**src/rtl/reg_scoreboard.sv**
```systemverilog
// rtl/reg_scoreboard.sv - register scoreboard for in-flight long-latency writes
module reg_scoreboard #(
    parameter int REGW            = 5,
    parameter int MAX_OUTSTANDING = 2
) (
    input  logic                                  clk_i,
    input  logic                                  rst_i,
    input  logic                                  issue_valid_i,
    input  logic                                  issue_wr_i,
    input  logic                                  issue_long_i,
    input  logic [REGW-1:0]                       issue_rd_i,
    input  logic [REGW-1:0]                       rs1_d_i,
    input  logic [REGW-1:0]                       rs2_d_i,
    input  logic                                  flush_i,
    input  logic                                  complete_valid_i,
    input  logic [REGW-1:0]                       complete_rd_i,
    output logic                                  stall_o,
    output logic                                  forward_a_o,
    output logic                                  forward_b_o,
    output logic [2**REGW-1:0]                    busy_o,
    output logic [$clog2(MAX_OUTSTANDING+1)-1:0]  outstanding_o,
    output logic                                  error_o
);

    localparam int NREG = 2**REGW;
    localparam int CW   = $clog2(MAX_OUTSTANDING+1);
    localparam logic [CW-1:0] CNT_MAX = CW'(MAX_OUTSTANDING);

    logic [NREG-1:0] busy;
    logic [NREG-1:0] busy_next;
    logic [CW-1:0]   count;
    logic [CW-1:0]   count_next;
    logic            err;

    logic hit_rs1;
    logic hit_rs2;
    logic hit_rd;
    logic pend_rs1;
    logic pend_rs2;
    logic pend_rd;
    logic at_cap;
    logic accept;
    logic cmp_legal;

    // Hazard detection: a source/destination is pending unless its producer returns right now.
    always_comb begin
        hit_rs1  = complete_valid_i && (complete_rd_i == rs1_d_i)    && (rs1_d_i != '0);
        hit_rs2  = complete_valid_i && (complete_rd_i == rs2_d_i)    && (rs2_d_i != '0);
        hit_rd   = complete_valid_i && (complete_rd_i == issue_rd_i) && (issue_rd_i != '0);
        pend_rs1 = busy[rs1_d_i]    && !hit_rs1;
        pend_rs2 = busy[rs2_d_i]    && !hit_rs2;
        pend_rd  = busy[issue_rd_i] && !hit_rd;
        at_cap   = (count == CNT_MAX);
        stall_o  = issue_valid_i && !flush_i &&
                   (pend_rs1 || pend_rs2 ||
                    (issue_wr_i && pend_rd) ||
                    (issue_wr_i && issue_long_i && at_cap && !complete_valid_i));
        forward_a_o = issue_valid_i && hit_rs1;
        forward_b_o = issue_valid_i && hit_rs2;
        accept    = issue_valid_i && !flush_i && !stall_o && issue_wr_i &&
                    issue_long_i && (issue_rd_i != '0);
        cmp_legal = complete_valid_i && busy[complete_rd_i] && (complete_rd_i != '0);
    end

    // Next busy vector and count; a same-rd set wins over the clear, and the
    // count saturates so an unmatched completion can never push it past the limit.
    always_comb begin
        busy_next = busy;
        if (cmp_legal) begin
            busy_next[complete_rd_i] = 1'b0;
        end
        if (accept) begin
            busy_next[issue_rd_i] = 1'b1;
        end
        busy_next[0] = 1'b0;

        count_next = count;
        case ({accept, cmp_legal})
            2'b10:   if (count != CNT_MAX) count_next = count + CW'(1);
            2'b01:   if (count != '0)      count_next = count - CW'(1);
            default: count_next = count;
        endcase
    end

    // Tracking state, with a sticky flag for completions that match nothing.
    always_ff @(posedge clk_i) begin
        if (rst_i) begin
            busy  <= '0;
            count <= '0;
            err   <= 1'b0;
        end else begin
            busy  <= busy_next;
            count <= count_next;
            if (complete_valid_i && !cmp_legal) begin
                err <= 1'b1;
            end
        end
    end

    assign busy_o        = busy;
    assign outstanding_o = count;
    assign error_o       = err;

endmodule
```
**config.mk**
```make
export PLATFORM = sky130hd
export DESIGN_NAME = reg_scoreboard
export DESIGN_NICKNAME = d
export VERILOG_FILES = /design/src/rtl/reg_scoreboard.sv
export SDC_FILE = /design/constraint.sdc
export NUM_CORES = 1
export LEC_CHECK = 0
export CORE_ASPECT_RATIO = 1.75
export CORE_MARGIN = 8
export CORE_UTILIZATION = 35
export CTS_CLUSTER_DIAMETER = 50
export CTS_CLUSTER_SIZE = 25
export DETAILED_ROUTE_END_ITERATION = 8
export GPL_TIMING_DRIVEN = 0
export PLACE_DENSITY = 0.61
export SETUP_SLACK_MARGIN = 0.2
export SYNTH_ARGS = -nofsm -noshare
export SYNTH_HDL_FRONTEND = slang
export SYNTH_SLANG_ARGS = --single-unit
export TNS_END_PERCENT = 5
```
**constraint.sdc**
```tcl
create_clock -name clk_i -period 2.9 [get_ports clk_i]
set_input_delay 0.435 -clock clk_i [delete_from_list [all_inputs] [get_ports clk_i]]
set_output_delay 0.435 -clock clk_i [all_outputs]
set_load 0.1 [all_outputs]
```
==> qor.yml <==
drt:
  drtIter0Drc: 303
  drt-pass1-iter-count: 5
  ant_nets: 0
  met2WireLength_mm: 6.08
  met1Wirelength_mm: 4.28
  wl_met3_um: 804
  wire_per_inst_um: 23.6
  wl_mm: 12.0
  drc: 0
  top_layer: "met4"
  via_count: 3187
  via_per_inst: 6.25
hold_path:
  holdCritPathClass: "flip-flop to flip-flop"
  holdPathEnd: "error_o$_SDFFE_PP0P_"
  hold_path_depth: 2
  hp-start: "error_o$_SDFFE_PP0P_"
synthesis:
  synth_edf_count: 0
  synth_area_leaders: "dfxtp_1, mux4_2, o21ai_0"
  synth_area_leader_cell: "dfxtp_1"
  syn-instance-count: 322
  synth.distinct_cells: 58
  syn_nets: 349
  syn_area_mm2: 0.00299
  ys_ff_latch: 34
  synth.top_cell.area_share_pct: 22.8
  yosysWarnings: 0
  syn_avg_cell_area_um2: 9.28
  async_flop_share_pct: 0
  ys_seq_area_share_pct: 22.8
  synthFlopType: "dfxtp_1"
clocking:
  clk_pin_slew_ns: 0.05
  clockBufferDepth: 2
  insertion_delay_ns: 0.29
  numCtsBuffers: 5
  cts_tree: "yes"
  ctsHoldBuffers: 0
  cts.sinks: 34
  htree_levels: 2
  root_buffer: "clkbuf_16"
finish:
  antenna_cells: 0
  layout.nets: 421
  drive_above_1_share_pct: 35.4
  design_area_mm2: 0.00423
  mostFrequentLayoutCells: "clkdlybuf4s50_1, o21ai_0, nor2b_1, mux4_2, dfxtp_2"
  syn_to_final_growth_pct: 41.5
  final_util_pct: 50.8
  mostFrequentLayoutCell: "clkdlybuf4s50_1"
pwr:
  power_density_mw_per_mm2: 308
  leakagePower_nw: 1.43
  totalPowerFinal_mw: 1.30
  irDropWorstVdd_v: 0.000191
die:
  start_util_pct: 35.9
  ios: 65
  die_h_um: 138
  fp.dieArea_mm2: 0.0119
  core_mm2: 0.00831
  num_rows: 44
  fp.dieW_um: 85.8
grt:
  grt_pass1_wl_mm: 18.4
  antenna_found_initial: 0
  grt_overflow: 0
  grt_start_max_net_pins: 11
  grt_pass1_vias: 3250
  grt_use_total_pct: 20.0
setup_path:
  crit_cells: 9
  cp.required_ns: 2.47
  r2r-end: "busy_o[18]$_SDFF_PP0_"
  cp_slowest_cell: "mux4_2"
  critPathCaptureType: "primary output"
  path_cells: "buf_2 -> buf_6 -> mux2i_1 -> mux4_2 -> and3_4 -> nor4_4 -> nor3_4 -> a21oi_4 -> buf_12"
  crit_type: "primary input to primary output"
  max_stage_delay_ns: 0.49
  critical-path-top-delay-family: "simple AND/OR/NAND/NOR gates"
  r2r_slack_ns: 0.24
  crit_path_start_kind: "primary input"
  r2r_cells: 9
  worstPathMaxFanout: 5
  crit_buf_inv: 3
  arrival_ns: 2.34
  r2r_start: "busy_o[13]$_SDFF_PP0_"
sta:
  setup_viol: 0
  max_clock_freq_mhz: 360
  final-max-slew-violation-count: 0
  period_share_pct: 95.8
  slew_headroom_pct: 34.0
  setup_ws_ns: 0.121
  hold_viol: 0
  grt_setup_unrepaired: "true"
  fin_crit_ns: 2.78
  worst_pin_slew_ns: 0.988
  clock_skew_ns: 0.00231
  fin_hold_ws_ns: 0.466
place:
  dpl.hpwl_mm: 8.81
  gp_congestion: 0.943
  place_area_mm2: 0.00375
  dpl_worst_slack_ns: -1.24
  io_buffer_count: 53
job:
  cap_violations: 0
status:
  status: "finished, final reports clean"
## registers in the layout (all words and copies together) (netlist names)
signal and count:
busy_o 31, outstanding_o 2, error_o 1
## worst min-delay path: stages (launching register included)
cell and delay (ns):
dfxtp_1 0.32, nor2_1 0.05, nor2_1 0.06
## cell type report
cell class / count / area [µm²]
fill: 779 / 4090
multi-input combinational: 250 / 2310
sequential: 34 / 744
timing repair buffer: 65 / 638
buffer: 27 / 201
tap: 115 / 144
clock buffer: 7 / 143
inverter: 11 / 41.3
clock inverter: 1 / 5.00
## per-stage QoR
step / instances / TNS, ns
finish: 510 / 0
global route: 510 / 0
CTS: 504 / 0
detailed placement: 490 / -22.79
global placement: 490 / -22.15
floorplan: 322 / 0
## synthesized netlist by cell type, types with 3 or more instances
cell type  instances
o31ai_2            3
nor2b_1           26
o21ai_0           39
xor2_1             5
nand2b_1           6
mux2i_1           18
o22ai_1            6
buf_2             11
o31ai_1            9
nor2_1             8
o32ai_1            6
nor3b_1            3
nand3_1           10
mux2_2             5
and3_1             4
mux4_2            20
nor3_1             4
inv_1             11
dfxtp_1           34
o2111ai_1          3
nor4_1             4
a21oi_1            4
nand2_1           15
clkbuf_1          12
nand3b_1           6
xnor2_1            8
mux4_1             3
## cells by family after synthesis
family	after synthesis	synth area share (%)
buffers and inverters	38	5.99
other	1	0.126
multiplexers	46	25.6
flip-flops	34	22.8
XOR/XNOR	13	3.81
AO/OA/AOI/OAI	92	22.1
AND/OR/NAND/NOR	98	19.5
## layer usage
layer	GRT usage, %	vias to the layer above
met2	34.2	177
met4	14.2	0
li1	-	1393
met1	20.9	1550
met3	4.15	67
met5	0	-
## worst max-delay path by stage
stage,slack (ns),from,end
after floorplan,0.05,issue_rd_i[1],stall_o
after global placement,-1.27,complete_rd_i[3],stall_o
after detailed placement,-1.24,complete_rd_i[3],stall_o
after CTS,0.11,complete_rd_i[3],stall_o
after global routing,0.08,rs1_d_i[1],stall_o
final,0.12,rs1_d_i[1],stall_o
## what timing repair did
item	CTS	global route
gates resized for setup	67	37
buffers inserted	5	5
gates cloned	1	1
pin swaps	8	10
endpoints found under the setup margin	37	35
endpoints found under the hold margin	0	0
## power by group
| group | internal, mW | leakage [nW] | switching (mW) |
|---|---|---|---|
| sequential | 0.460 | 0.293 | 0.00194 |
| clock | 0.340 | 0.0739 | 0.201 |
| combinational | 0.117 | 1.07 | 0.181 |
| total | 0.917 | 1.43 | 0.384 |
(Power assumes the default switching activity.)
